$ cat src/rtl/mem_access_stage.sv
// mem_access_stage
// ----------------
// MEM stage of the MIPS pipeline. It turns the decoded memory control bus into
// accesses on a synchronous data BRAM, resolves BEQ/BNE, and holds the MEM/WB
// pipeline register that feeds write-back.
//
// Store handling covers SB/SH/SW: it generates the byte-lane write enables and
// replicates the store data across the lanes. Load handling covers
// LB/LH/LW/LBU/LHU: it picks the addressed byte or half out of the word the BRAM
// returns one cycle later, then sign- or zero-extends it.
//
// Ports
//   clk, reset          rising-edge clock, synchronous active-high reset
//   enable              pipeline advance; 0 freezes the stage and the BRAM
//   memory_bus          [8] BNE [7] SB [6] SH [5] LB [4] LH [3] Unsigned
//                       [2] Branch [1] MemRead [0] MemWrite
//   writeBack_bus_in    [1] RegWrite [0] MemtoReg
//   alu_result          byte address or ALU result
//   alu_zero            ALU zero flag used for branch resolution
//   store_data          rt value for stores
//   rd_in               destination register index
//   branch_target       computed branch PC
//   mem_rdata           BRAM read word, valid one cycle after mem_en
//   mem_en/mem_we       BRAM enable and little-endian byte write enables
//   mem_addr/mem_wdata  BRAM word address and lane-replicated write data
//   pc_src/pc_branch    branch taken flag and branch PC
//   writeBack_bus_out   registered write-back control
//   read_data           extended load result
//   alu_result_out      registered ALU result
//   rd_out              registered destination register
//   misaligned          sticky alignment error, cleared only by reset
module mem_access_stage #(
  parameter int len_mem_bus = 9,
  parameter int len_wb_bus  = 2,
  parameter int len_data    = 32,
  parameter int len_addr    = 10,
  parameter int len_reg     = 5
) (
  input  logic                   clk,
  input  logic                   reset,
  input  logic                   enable,
  input  logic [len_mem_bus-1:0] memory_bus,
  input  logic [len_wb_bus-1:0]  writeBack_bus_in,
  input  logic [len_data-1:0]    alu_result,
  input  logic                   alu_zero,
  input  logic [len_data-1:0]    store_data,
  input  logic [len_reg-1:0]     rd_in,
  input  logic [len_data-1:0]    branch_target,
  input  logic [len_data-1:0]    mem_rdata,
  output logic                   mem_en,
  output logic [3:0]             mem_we,
  output logic [len_addr-1:0]    mem_addr,
  output logic [len_data-1:0]    mem_wdata,
  output logic                   pc_src,
  output logic [len_data-1:0]    pc_branch,
  output logic [len_wb_bus-1:0]  writeBack_bus_out,
  output logic [len_data-1:0]    read_data,
  output logic [len_data-1:0]    alu_result_out,
  output logic [len_reg-1:0]     rd_out,
  output logic                   misaligned
);

  logic busBne, busSb, busSh, busLb, busLh, busUns, busBranch, busRead, busWrite;
  logic [1:0] byteOff;
  logic stageActive;
  logic storeOp, loadOp;
  logic storeByte, storeHalf, storeWord;
  logic loadByte, loadHalf, loadWord;
  logic storeMis, loadMis;
  logic [3:0] laneMask;
  logic [len_data-1:0] laneData;

  logic [len_wb_bus-1:0] wbQ, wbD;
  logic [len_data-1:0]   aluQ, aluD;
  logic [len_reg-1:0]    rdQ, rdD;
  logic [1:0]            offQ, offD;
  logic                  lbQ, lbD, lhQ, lhD, unsQ, unsD;
  logic                  validQ, validD;
  logic                  misQ, misD;

  logic [7:0]  byteLane;
  logic [15:0] halfLane;

  assign busBne    = memory_bus[8];
  assign busSb     = memory_bus[7];
  assign busSh     = memory_bus[6];
  assign busLb     = memory_bus[5];
  assign busLh     = memory_bus[4];
  assign busUns    = memory_bus[3];
  assign busBranch = memory_bus[2];
  assign busRead   = memory_bus[1];
  assign busWrite  = memory_bus[0];

  assign byteOff     = alu_result[1:0];
  assign stageActive = enable & ~reset;

  // Contradictory codes (read and write together, or both size bits set)
  // decode as no access, so they never write or capture load flags.
  assign storeOp = busWrite & ~busRead & ~(busSb & busSh);
  assign loadOp  = busRead & ~busWrite & ~(busLb & busLh);

  assign storeByte = storeOp & busSb;
  assign storeHalf = storeOp & busSh;
  assign storeWord = storeOp & ~busSb & ~busSh;
  assign loadByte  = loadOp & busLb;
  assign loadHalf  = loadOp & busLh;
  assign loadWord  = loadOp & ~busLb & ~busLh;

  assign storeMis = (storeHalf & byteOff[0]) | (storeWord & (byteOff != 2'b00));
  assign loadMis  = (loadHalf & byteOff[0]) | (loadWord & (byteOff != 2'b00));

  // Lane enables and replicated data, so the BRAM only has to honour mem_we.
  always_comb begin
    laneMask = 4'b0000;
    laneData = store_data;
    if (storeByte) begin
      laneMask = 4'b0001 << byteOff;
      laneData = {4{store_data[7:0]}};
    end else if (storeHalf) begin
      laneMask = byteOff[1] ? 4'b1100 : 4'b0011;
      laneData = {2{store_data[15:0]}};
    end else if (storeWord) begin
      laneMask = 4'b1111;
    end
  end

  assign mem_en    = stageActive & (busRead | busWrite);
  assign pc_src    = stageActive & busBranch & (alu_zero ^ busBne);
  assign mem_we    = (stageActive & ~storeMis) ? laneMask : 4'b0000;
  assign mem_addr  = reset ? '0 : alu_result[len_addr+1:2];
  assign mem_wdata = reset ? '0 : laneData;
  assign pc_branch = reset ? '0 : branch_target;

  // MEM/WB next state. A misaligned load keeps travelling down the pipe, but it
  // loses RegWrite so that it cannot corrupt the register file.
  always_comb begin
    wbD    = wbQ;
    aluD   = aluQ;
    rdD    = rdQ;
    offD   = offQ;
    lbD    = lbQ;
    lhD    = lhQ;
    unsD   = unsQ;
    validD = validQ;
    misD   = misQ;
    if (enable) begin
      wbD    = writeBack_bus_in;
      wbD[1] = writeBack_bus_in[1] & ~loadMis;
      aluD   = alu_result;
      rdD    = rd_in;
      offD   = byteOff;
      lbD    = loadByte;
      lhD    = loadHalf;
      unsD   = busUns;
      validD = 1'b1;
      misD   = misQ | storeMis | loadMis;
    end
  end

  always_ff @(posedge clk) begin
    if (reset) begin
      wbQ    <= '0;
      aluQ   <= '0;
      rdQ    <= '0;
      offQ   <= '0;
      lbQ    <= 1'b0;
      lhQ    <= 1'b0;
      unsQ   <= 1'b0;
      validQ <= 1'b0;
      misQ   <= 1'b0;
    end else begin
      wbQ    <= wbD;
      aluQ   <= aluD;
      rdQ    <= rdD;
      offQ   <= offD;
      lbQ    <= lbD;
      lhQ    <= lhD;
      unsQ   <= unsD;
      validQ <= validD;
      misQ   <= misD;
    end
  end

  assign writeBack_bus_out = wbQ;
  assign alu_result_out    = aluQ;
  assign rd_out            = rdQ;
  assign misaligned        = misQ;

  // The BRAM output is not reset. validQ hides whatever word it still holds
  // until the first capture after reset.
  always_comb begin
    byteLane = mem_rdata[{offQ, 3'b000} +: 8];
    halfLane = offQ[1] ? mem_rdata[31:16] : mem_rdata[15:0];
    if (reset || !validQ) begin
      read_data = '0;
    end else if (lbQ) begin
      read_data = unsQ ? {{(len_data-8){1'b0}}, byteLane}
                       : {{(len_data-8){byteLane[7]}}, byteLane};
    end else if (lhQ) begin
      read_data = unsQ ? {{(len_data-16){1'b0}}, halfLane}
                       : {{(len_data-16){halfLane[15]}}, halfLane};
    end else begin
      read_data = mem_rdata;
    end
  end

endmodule

$ cat config.mk
export PLATFORM = sky130hd
export DESIGN_NAME = mem_access_stage
export DESIGN_NICKNAME = d
export VERILOG_FILES = /design/src/rtl/mem_access_stage.sv
export SDC_FILE = /design/constraint.sdc
export NUM_CORES = 1
export LEC_CHECK = 0
export BUFFER_PORTS_ARGS = -buffer_cell sky130_fd_sc_hd__clkbuf_2
export CAP_MARGIN = 20
export CELL_PAD_IN_SITES_DETAIL_PLACEMENT = 1
export CELL_PAD_IN_SITES_GLOBAL_PLACEMENT = 1
export CORE_MARGIN = 2
export CORE_UTILIZATION = 27
export DETAILED_ROUTE_END_ITERATION = 10
export PLACE_DENSITY_LB_ADDON = 0.1
export SYNTH_ARGS = -nofsm -noshare
export SYNTH_HDL_FRONTEND = slang
export SYNTH_SLANG_ARGS = --single-unit
$ cat constraint.sdc
create_clock -name clk -period 2.6 [get_ports clk]
set_clock_uncertainty 0.05 [all_clocks]
set_input_delay 0.13 -clock clk [delete_from_list [all_inputs] [get_ports clk]]
set_output_delay 0.13 -clock clk [all_outputs]
set_load 0.1 [all_outputs]
---- Word-level counts from Yosys, hierarchy flattened ----
Index checks and enable logic that the tools add are counted.
storage, ports and cells
  bits in registers ....................... 46
  input bits .............................. 148
  output and inout bits ................... 152
cells by class
  shift-type cells ........................ 2
  muxes and demuxes ....................... 16
  bitwise operators ....................... 41
  reduce and logical (&&, ||, !) cells .... 3
operators by type and width
  kind                 number
  $mux 32              9
  $shiftx 32x6->8      1
  $and 1x1->1          24
  $mux 4               5
  $mux 16              1
  $not 1->1            11
  $mux 10              1
  $or 1x1->1           5
  $shl 1x2->4 const A  1
  $reduce_bool 2->1    1
  $logic_not 1->1      1
  $logic_or 1x1->1     1
  $xor 1x1->1          1

---- Logic depth before layout (Yosys ltp) ----
  word-level depth ........................ 10
  mapped depth ............................ 7
  gate-level depth less buffers ........... 4

---- Worst setup path after synthesis ----
OpenSTA, ideal clock, no wires.
  path kind ............................... input to output
  start ................................... in memory_bus[0]
  end ..................................... out mem_we[0]
  arrival ................................. 5.384 ns
  path slack .............................. -2.964 ns
  stages on the path ...................... 5
  cell sequence ........................... nor2b_1 > buf_2 > buf_4 > nand2_1 > a2111oi_0
on the way
  longest elaborated chain between the ends .. 9
  elaborated cells between the ends (all ways) .. 15
  classes of those cells .................. mux: 4; bitwise: 11
ends and longest elaborated chain
  element                       RTL line  RTL
  from (decl)                   42        input logic [len_mem_bus-1:0] memory_bus,
  $and 1x1->1 (*) (2 in a row)  99        assign storeOp = busWrite & ~busRead & ~(busSb & busSh);
  $and 1x1->1 (2 in a row)      104       assign storeWord = storeOp & ~busSb & ~busSh;
  $and 1x1->1                   109       assign storeMis = (storeHalf & byteOff[0]) | (storeWord & (byteOff != 2'b00));
  $or 1x1->1                    109
  $not 1->1                     129       assign mem_we = (stageActive & ~storeMis) ? laneMask : 4'b0000;
  $and 1x1->1                   129
  $mux 4 (*)                    129
  to (decl)                     51        output logic [3:0] mem_we,
Every way passes the cells marked *; elsewhere a longest branch is shown, timed or not.

==> flow_summary.toml <==
[sta]
report.final.slew_viol_count = 0
clock.fmax_ghz = 0.422
rsz0062_at_grt = "no"
setup-violations-final = 0
final.period_utilization_pct = 91.1
setup-tns-final_ps = 0
tightestPinTransition_ps = 722
fin_crit_ps = 2370
max_slew_margin_pct = 51.8
hold_viol = 0

[worst_setup_path]
r2r-start = "lbQ"
crit_slowest_cell = "mux4_2"
cp-end-kind = "output pin"
cpPeakStageDelay_ps = 510
path_delay_family = "multiplexers"
r2r_end = "lbQ"
worstSetupPathType = "reg -> out"
cp_max_fo = 18
arrival_ps = 2190
worstPathCellList = "mux4_2 > a21oi_1 > or2_2 > buf_12 > a21oi_2 > buf_12"
crit_required_ps = 2420
cp_common_cell = "buf_12"
reg2regPathDepth = 4
start_kind = "flip-flop"
r2r_setup_slack_ps = 1340
critPathBufInv = 2

[power]
power.density_nw_per_um2 = 466
fin_total_pwr_mw = 3.09
p_leak_nw = 3.13
irDropWorstVdd_mv = 0.413

[clock_tree]
post-cts-setup-buffers = 0
clkLatencyLatePin_ps = 270
cts_root_buf = "clkbuf_16"
cts_tree = "done"
clkSlewWorstSetupHoldPaths_ps = 50
htreeDepth = 2
cts.sinks = 44
clk_path_buf_depth = 2
holdBufCountCts = 0
cts_resized = 0
numCtsBuffers = 5

[hold_path]
holdCritStartpoint = "reset"
holdPathStages = 2
hold_end = "alu_result_out[0]"
holdCritPathClass = "in -> reg"

[placed_design]
place.gp.congestion = 0.874
place_inst = 902
place_hpwl_mm = 13.1
io_buffers = 299

[global_routing]
grt_pass1_wl_mm = 24.4
grt_usage_pct = 22.6
grt_pass1_vias = 4476
grt-ovfl-total = 0
antenna_found_initial = 0
grt_max_degree = 116

[synth]
synth_area_um2 = 3430
synthCells = 457
synthFlopType = "dfxtp_1"
synth_edf_count = 0
seq_area_frac_synth_pct = 25.7
synth-async-reset-ratio_pct = 0
synth_seq_cells = 44
syn_area_per_cell_um2 = 7.50
ys.warnings.count = 0
ys_types = 40
syn_nets = 605

[detailed_routing]
drcViolationCount = 0
postRouteWirelength_mm = 16.0
drt_iter0_drc = 172
via_per_inst = 4.83
wire_per_inst_um = 17.6
drtAntennaViolNets = 0
first_pass_iters = 4
vias = 4400

[floorplanning]
core-area_um2 = 12500
num_rows = 41
dieArea_um2 = 13600
pin_count = 300
die_w_um = 117
initial_core_util_pct = 27.4
die_y_um = 117

[outcome]
status = "finished clean"

[cells_and_area]
fillers = 1551
post-route-util_pct = 53.0
syn_to_final_growth_pct = 93.4
multi_input_area_um2 = 2780
drive_above_1_share_pct = 51.0
finalNetCount = 886
layoutNonFillerInstCount = 911
antenna_cells = 0
seqCellArea_um2 = 883
most-common-layout-cells = "clkbuf_2 (236), nor2_1 (91), buf_12 (64)"
layout_commonest_cell = "clkbuf_2"

[flow_run]
drv_cap = 0
==> metrics by stage <==
step | hold slack, ps | cell area (µm²) | setup slack (ps)
after floorplan | 223 | 3910 | -339
after global placement | 307 | 6480 | 503
after detailed placement | 305 | 6480 | 386
after CTS | 14.4 | 6630 | 86.7
after global routing | 25.8 | 6630 | 157
final | 19.8 | 6630 | 232
==> routing by layer <==
metal	vias to the layer above	routed length [µm]	track usage, %	part of all wire [%]
met2	145	8280	41.3	52
met3	16	1050	4.36	6.6
met4	0	233	4.71	1.5
li1	2132	-	-	-
met5	-	0	0	0
met1	2107	6430	27.4	40
==> power breakdown <==
group          leakage [nW]  internal [mW]  switching (mW)
Sequential            0.364          0.714          0.0239
Combinational          2.69          0.463            1.27
Clock                0.0712          0.383           0.234
==> area by class of cell <==
class / instances / area share [%]
repair buffers: 314 / 38.7
well taps: 172 / 3.24
inverters: 11 / 0.623
flip-flops and latches: 44 / 13.3
multi-input cells: 362 / 41.9
clock buffers: 8 / 2.21
==> state kept, by name, summed over array words and instances, names as in the netlist <==
register           flops
alu_result_out        32
lbQ                    1
lhQ                    1
misaligned             1
rd_out                 5
unsQ                   1
validQ                 1
writeBack_bus_out      2
==> worst max path at each step <==
stage	startpoint	end	slack (ps)	cells past startpoint
3_3_place_gp	alu_result_out[1]	read_data[30]	500	5
6_report	alu_result_out[0]	read_data[9]	230	6
5_1_grt	alu_result_out[0]	read_data[9]	160	6
2_1_floorplan	memory_bus[0]	mem_we[1]	-340	5
3_5_place_dp	alu_result_out[1]	read_data[21]	390	5
4_1_cts	alu_result_out[1]	read_data[21]	90	5
==> cell usage after synthesis (all sizes together) (4+ instances only) <==
master	instances	area share, %
nor2	106	12
mux2i	56	16
nor2b	49	8.9
dfxtp	44	26
a21oi	38	6.1
nand2	30	3.3
clkbuf	26	2.8
buf	14	3.1
nand3	10	1.5
o21ai	10	1.6
inv	9	0.98
a2111oi	8	2.0
a311oi	8	2.0
a31oi	8	1.5
mux4	8	5.9
or3	8	1.5
nand2b	4	0.73
nor3	4	0.58
==> worst reg2reg max path: stages (launching register included) <==
cell and delay, ps:
dfxtp_1 310, clkinv_1 60, buf_4 450, a2bb2oi_1 200
nor2_1 60
==> cells by family after synthesis <==
| family | Yosys count | share of synthesized area [%] |
|---|---|---|
| AOI/OAI and AO/OA | 80 | 15.2 |
| xor gates and xnor gates | 2 | 0.511 |
| buffers and inverters | 51 | 7.15 |
| DFF | 44 | 25.7 |
| muxes | 64 | 22.3 |
| and+or+nand+nor | 216 | 29.2 |
No activity file was read; power rests on OpenSTA's default activity.
